[src/rtl/sevenseg_sequence_controller.sv]
// Latches a binary value, converts it to BCD with a serial double-dabble engine,
// then steps the digits MSD-first onto one 7-segment output, with timed or triggered advance.
module sevenseg_sequence_controller #(
    parameter int VALUE_WIDTH  = 8,
    parameter int NUM_DIGITS   = 3,
    parameter int DWELL_CYCLES = 1000,
    parameter int GAP_CYCLES   = 100,
    parameter int LZ_BLANK     = 1,
    localparam int IDX_W = (NUM_DIGITS > 1) ? $clog2(NUM_DIGITS) : 1
) (
    input  logic                   clk,
    input  logic                   rst,
    input  logic                   start,
    input  logic [VALUE_WIDTH-1:0] value,
    input  logic                   auto_mode,
    input  logic                   trigger,
    output logic [6:0]             seg,
    output logic [IDX_W-1:0]       digit_idx,
    output logic                   busy,
    output logic                   done,
    output logic                   overflow
);

    localparam int BCD_W    = 4 * NUM_DIGITS;
    localparam int TMR_MAX  = (DWELL_CYCLES > GAP_CYCLES) ? DWELL_CYCLES : GAP_CYCLES;
    localparam int TMR_W    = $clog2(TMR_MAX + 1);
    localparam int BIT_W    = $clog2(VALUE_WIDTH + 1);
    localparam int GAP_LOAD = (GAP_CYCLES > 0) ? GAP_CYCLES - 1 : 0;

    typedef enum logic [2:0] {IDLE, CONVERT, SHOW, GAP, FINISH} state_t;

    state_t                 state;
    logic [VALUE_WIDTH-1:0] bin_sr;
    logic [BCD_W-1:0]       bcd;
    logic [BIT_W-1:0]       bit_cnt;
    logic [TMR_W-1:0]       timer;
    logic                   auto_lat;

    logic [BCD_W-1:0]       adj;
    logic [BCD_W-1:0]       bcd_next;
    logic                   carry_out;
    logic                   ovf_next;
    logic [IDX_W-1:0]       first_idx;
    logic                   is_last;
    logic                   advance;

    function automatic logic [6:0] seg_code(input logic [3:0] d);
        case (d)
            4'd0:    seg_code = 7'h3F;
            4'd1:    seg_code = 7'h06;
            4'd2:    seg_code = 7'h5B;
            4'd3:    seg_code = 7'h4F;
            4'd4:    seg_code = 7'h66;
            4'd5:    seg_code = 7'h6D;
            4'd6:    seg_code = 7'h7D;
            4'd7:    seg_code = 7'h07;
            4'd8:    seg_code = 7'h7F;
            4'd9:    seg_code = 7'h6F;
            default: seg_code = 7'h00;
        endcase
    endfunction

    // Index 0 is the most significant nibble, i.e. the top of the BCD register.
    function automatic logic [6:0] show_code(input logic [BCD_W-1:0] b,
                                             input logic             ovf,
                                             input logic [IDX_W-1:0] idx);
        logic [3:0] d;
        d = 4'd0;
        for (int i = 0; i < NUM_DIGITS; i++) begin
            if (idx == IDX_W'(i)) d = b[4*(NUM_DIGITS-1-i) +: 4];
        end
        return ovf ? 7'h40 : seg_code(d);
    endfunction

    // One shift-add-3 step; whatever falls off the top nibble means the value needs more digits.
    always_comb begin
        adj = '0;
        for (int i = 0; i < NUM_DIGITS; i++) begin
            adj[4*i +: 4] = (bcd[4*i +: 4] >= 4'd5) ? bcd[4*i +: 4] + 4'd3 : bcd[4*i +: 4];
        end
        {carry_out, bcd_next} = {adj, bin_sr[VALUE_WIDTH-1]};
        ovf_next = overflow | carry_out;
    end

    always_comb begin
        first_idx = IDX_W'(NUM_DIGITS - 1);
        for (int i = NUM_DIGITS - 1; i >= 0; i--) begin
            if (bcd_next[4*(NUM_DIGITS-1-i) +: 4] != 4'd0) first_idx = IDX_W'(i);
        end
        if (LZ_BLANK == 0 || ovf_next) first_idx = '0;
    end

    always_comb begin
        is_last = (digit_idx == IDX_W'(NUM_DIGITS - 1));
        advance = 1'b0;
        if (state == SHOW && GAP_CYCLES == 0)
            advance = auto_lat ? (timer == '0) : trigger;
        else if (state == GAP)
            advance = (timer == '0);
    end

    always_ff @(posedge clk) begin
        if (rst) begin
            state     <= IDLE;
            seg       <= 7'h00;
            digit_idx <= '0;
            busy      <= 1'b0;
            done      <= 1'b0;
            overflow  <= 1'b0;
            bin_sr    <= '0;
            bcd       <= '0;
            bit_cnt   <= '0;
            timer     <= '0;
            auto_lat  <= 1'b0;
        end else begin
            done <= 1'b0;
            case (state)
                IDLE: begin
                    if (start) begin
                        bin_sr    <= value;
                        bcd       <= '0;
                        overflow  <= 1'b0;
                        auto_lat  <= auto_mode;
                        bit_cnt   <= BIT_W'(VALUE_WIDTH - 1);
                        busy      <= 1'b1;
                        state     <= CONVERT;
                    end
                end
                CONVERT: begin
                    bin_sr   <= bin_sr << 1;
                    bcd      <= bcd_next;
                    overflow <= ovf_next;
                    if (bit_cnt == '0) begin
                        digit_idx <= first_idx;
                        seg       <= show_code(bcd_next, ovf_next, first_idx);
                        timer     <= TMR_W'(DWELL_CYCLES - 1);
                        state     <= SHOW;
                    end else begin
                        bit_cnt <= bit_cnt - 1'b1;
                    end
                end
                SHOW: begin
                    if (auto_lat ? (timer == '0) : trigger) begin
                        if (GAP_CYCLES > 0) begin
                            seg   <= 7'h00;
                            timer <= TMR_W'(GAP_LOAD);
                            state <= GAP;
                        end
                    end else if (auto_lat) begin
                        timer <= timer - 1'b1;
                    end
                end
                GAP: begin
                    if (timer != '0) timer <= timer - 1'b1;
                end
                FINISH: begin
                    state <= IDLE;
                end
                default: state <= IDLE;
            endcase

            // Shared exit from SHOW (no gap) or GAP: next digit, or wrap up.
            if (advance) begin
                if (is_last) begin
                    seg   <= 7'h00;
                    busy  <= 1'b0;
                    done  <= 1'b1;
                    state <= FINISH;
                end else begin
                    digit_idx <= digit_idx + 1'b1;
                    seg       <= show_code(bcd, overflow, digit_idx + 1'b1);
                    timer     <= TMR_W'(DWELL_CYCLES - 1);
                    state     <= SHOW;
                end
            end
        end
    end

endmodule

[config.mk]
export PLATFORM = sky130hd
export DESIGN_NAME = sevenseg_sequence_controller
export DESIGN_NICKNAME = d
export VERILOG_FILES = /design/src/rtl/sevenseg_sequence_controller.sv
export SDC_FILE = /design/constraint.sdc
export NUM_CORES = 1
export LEC_CHECK = 0
export ABC_CLOCK_PERIOD_IN_PS = 3400
export CORE_MARGIN = 2
export CORE_UTILIZATION = 35
export CTS_BUF_LIST = sky130_fd_sc_hd__clkbuf_4 sky130_fd_sc_hd__clkbuf_8
export DETAILED_ROUTE_END_ITERATION = 6
export GPL_TIMING_DRIVEN = 0
export PLACE_DENSITY_LB_ADDON = 0.08
export SETUP_SLACK_MARGIN = 0.02
export SYNTH_ARGS = -nofsm -noshare
export SYNTH_HDL_FRONTEND = slang
export SYNTH_SLANG_ARGS = --single-unit
[constraint.sdc]
create_clock -name clk -period 3.4 [get_ports clk]
set_clock_uncertainty 0.1 [all_clocks]
set_input_delay 0.34 -clock clk [delete_from_list [all_inputs] [get_ports clk]]
set_output_delay 0.34 -clock clk [all_outputs]
set_load 0.05 [all_outputs]
==> flow_summary_export.csv, run 1 <==
group,metric,value,unit
finish,drive_above_1_share,7.676,%
yosys,synthTopCellsByCount,"80 x nor2_1, 50 x dfxtp_1, 32 x nand2_1",
clocking,cts_max_level,2,
yosys,netlist_instances,436,
finish,seqCellArea,1006,um^2
die,coreArea,9153,um^2
yosys,synthFlopType,"dfxtp_1",
clocking,clockRootBuffer,"clkbuf_8",
yosys,synth_simple_gate_area_share,25.66,%
global_routing,grt_usage,18.92,%
drt,dr.pass1.iters,4,
drt,drtIter0Drc,158,
die,placementRows,35,
setup_path,crit_family,"simple AND/OR/NAND/NOR gates",
yosys,yosysSeqAreaShare,30.73,%
finish,diodes,0,
global_routing,overflow,0,
placement,place_area,3636,um^2
die,dieArea,10090,um^2
placement,place_ws,-0.1449,ns
placement,dp.cells,571,
setup_path,crit_chain,"inv_1, ha_1, nand2b_1, a21oi_2, mux2i_2, or4_4, o32ai_4, inv_1, ha_1, nor3_2, a2111o_1, a31oi_1, a211oi_1",
finish,area.growth.synth_to_final,16.56,%
finish,postLayoutCoreUtil,41.48,%
die,start_util,35.58,%
timing,slew_headroom,55.83,%
drt,ant_nets,0,
setup_path,crit_type,"flop to flop",
timing,slew_violations,0,
setup_path,cp.buffers_inverters,2,
setup_path,crit_required,3.53,ns
drt,wl_per_cell,15.79,um
global_routing,grt_pass1_wl,15.41,mm
yosys,async_reset_ff_share,0,%
setup_path,crit_slowest_cell,"or4_4",
timing,max_freq,317.4,MHz
placement,gp_congestion,0.8915,
drt,viasPerCell,5.541,
yosys,yosys_warnings,0,
clocking,cts_buffers,5,
clocking,clock-sinks,50,
clocking,cts_buffer_depth,2,
yosys,synth-edff-count,0,
global_routing,antenna_found_initial,0,
timing,hold_viol,0,
pwr,ir_worst_vdd,0.2781,mV
timing,finalSetupViolCount,0,
finish,instances_no_fill,580,
yosys,avgSynthCellArea,7.470,um^2
global_routing,grt_pass1_vias,3115,
drt,totalWireLength,9.159,mm
clocking,cts_tree,"built",
finish,num-nets-final,500,
yosys,synthTopCellsByArea,"dfxtp_1 31%, nor2_1 9.2%, ha_1 7.3%",
yosys,synth.mux.area_fraction,3.726,%
yosys,synthAdderAreaFrac,7.299,%
placement,port_buffers,24,
clocking,cts.clk_slew.worst_paths,0.10,ns
global_routing,grt_max_degree,19,
finish,design_area,3796,um^2
timing,worst_slack,0.2491,ns
pwr,leakage,1.422,nW
pwr,power_density,753.2,nW/um^2
clocking,insertion_delay,0.32,ns
setup_path,crit_path_max_incr_delay,0.61,ns
setup_path,critical_path.max_fanout,5,
yosys,yosysTopAreaCell,"dfxtp_1",
die,die_w,100.5,um
yosys,yosysTopAreaCellShare,30.73,%
drt,vias,3214,
timing,rsz0062_at_grt,"no",
setup_path,arrival,3.28,ns
yosys,synth_compound_area_share,26.78,%
yosys,synth_top_family_by_area,"compound AO/OA/AOI/OAI gates",
yosys,ys_ff_latch,50,
die,ios,25,
placement,dp.final_hpwl,6.895,mm
yosys,yosysMostFrequentCell,"nor2_1",
yosys,yosys.cell_types.count,49,
timing,fin_crit_sh,92.67,%
yosys,syn_nets,468,
timing,period_needed,3.151,ns
timing,worst_pin_slew,0.6625,ns
worst_hold_path,hp-class,"flop to flop",
pwr,total_power,0.002859,W
job,drv_cap,0,
yosys,syn_area,3257,um^2
yosys,synth_xor_area_share,1.345,%
outcome,outcome,"completed",
finish,multi_input_area,2161,um^2
drt,drc_errors,0,
setup_path,startpoint_type,"flop",
setup_path,end_kind,"flop",
finish,nFillCells,974,
die,die_h,100.5,um
## sequential cells by signal (all words and copies together) (netlist names)
name,count
bin_sr,8
overflow,1
timer,10
auto_lat,1
state,3
digit_idx,2
seg,7
busy,1
bcd,12
bit_cnt,4
done,1
## worst min-delay path: cells and delay by family (launching register included)
family	cells	cell delay [ns]
AO/OA/AOI/OAI	2	0.13
flip-flops	1	0.34
## where the power goes
group	switching [W]	leakage [nW]	total (W)	internal (W)
clock	0.000231	0.0502	0.000384	0.000153
sequential	0.000128	0.410	0.000869	0.000741
combinational	0.00106	0.962	0.00161	0.000545
total	0.00142	1.42	0.00286	0.00144
## per-layer routing
metal | up-vias | routed length, um | GRT usage, % | part of all wire (%)
met5 | - | 0 | 0 | 0
met4 | 0 | 94 | 4.953 | 1.0
met3 | 10 | 385 | 2.774 | 4.2
met2 | 61 | 4442 | 32.78 | 48
met1 | 1510 | 4236 | 24.63 | 46
li1 | 1633 | - | - | -
## placed cells by master (no fill, tap or decap), types with 3 or more instances in the layout
cell type	netlist	final
a211oi_1	10	9
a21o_1	3	3
a21oi_1	31	30
a21oi_2	3	4
a22oi_1	11	11
a311oi_1	5	5
a31oi_1	11	11
and2_1	5	5
clkbuf_1	15	15
clkbuf_8	0	5
clkdlybuf4s50_1	0	24
dfxtp_1	50	46
dfxtp_2	0	4
ha_1	19	19
inv_1	18	18
mux2i_1	11	9
nand2_1	32	32
nand2b_1	6	6
nand3_1	9	9
nand3b_1	3	3
nor2_1	80	79
nor2b_1	8	7
nor3_1	17	16
nor3_2	2	3
nor3b_1	3	3
nor4_1	4	4
o21ai_0	22	22
o21ai_1	9	8
o22ai_1	12	12
o31ai_1	3	3
xnor2_1	5	5
## final timing paths
path	slack, ns	cells past startpoint	to	start
worst max-delay path	0.25	13	seg[6]$_SDFFE_PP0P_	bcd[9]$_SDFFE_PP0P_
worst min register to register	0.40	2	timer[6]$_SDFF_PP0_	timer[6]$_SDFF_PP0_
worst max register to register	0.25	13	seg[6]$_SDFFE_PP0P_	bcd[9]$_SDFFE_PP0P_
worst min-delay path	0.40	2	timer[6]$_SDFF_PP0_	timer[6]$_SDFF_PP0_
## kinds of logic (layout without fill, tap and decap cells)
kind of cell	Yosys count	count (layout)
simple gates	179	179
compound gates	135	135
buf+inv	36	69
fa+ha+maj	19	19
flops	50	50
xor+xnor	5	5
mux	12	12
## through the flow
stage                     hold WS (ns)  setup TNS (ns)
after detailed placement        0.3828         -0.2579
after floorplan                 0.3307               0
after CTS                       0.4009               0
final                           0.4011               0
after global routing            0.4253               0
after global placement          0.3811         -0.1086
## layout make-up
type	instances	area share [%]
multi-input cells	350	56.92
flip-flops and latches	50	26.50
repair buffers	25	6.526
well taps	111	3.659
plain buffers	18	2.044
clock buffers	5	1.813
inverters	18	1.780
clock inverters	3	0.7581
## repair_timing
action                                 in CTS  in global routing
resized for setup                           2                 13
setup buffers                               1                  0
pin swaps                                   1                  0
endpoints found under the hold margin       0                  0
hold buffers                                0                  0
setup endpoints to repair                   2                  7
Note: power is estimated with default switching activity, not from simulation.
==> run 2: changes to the inputs <==
--- a/config.mk
+++ b/config.mk
@@ -10,6 +10,7 @@
 export CORE_UTILIZATION = 35
 export CTS_BUF_LIST = sky130_fd_sc_hd__clkbuf_4 sky130_fd_sc_hd__clkbuf_8
 export DETAILED_ROUTE_END_ITERATION = 6
+export GPL_ROUTABILITY_DRIVEN = 0
 export GPL_TIMING_DRIVEN = 0
 export PLACE_DENSITY_LB_ADDON = 0.08
 export SETUP_SLACK_MARGIN = 0.02
==> results of run 2 <==
No change in the layout: final DEF, timing and power equal those of run 1.
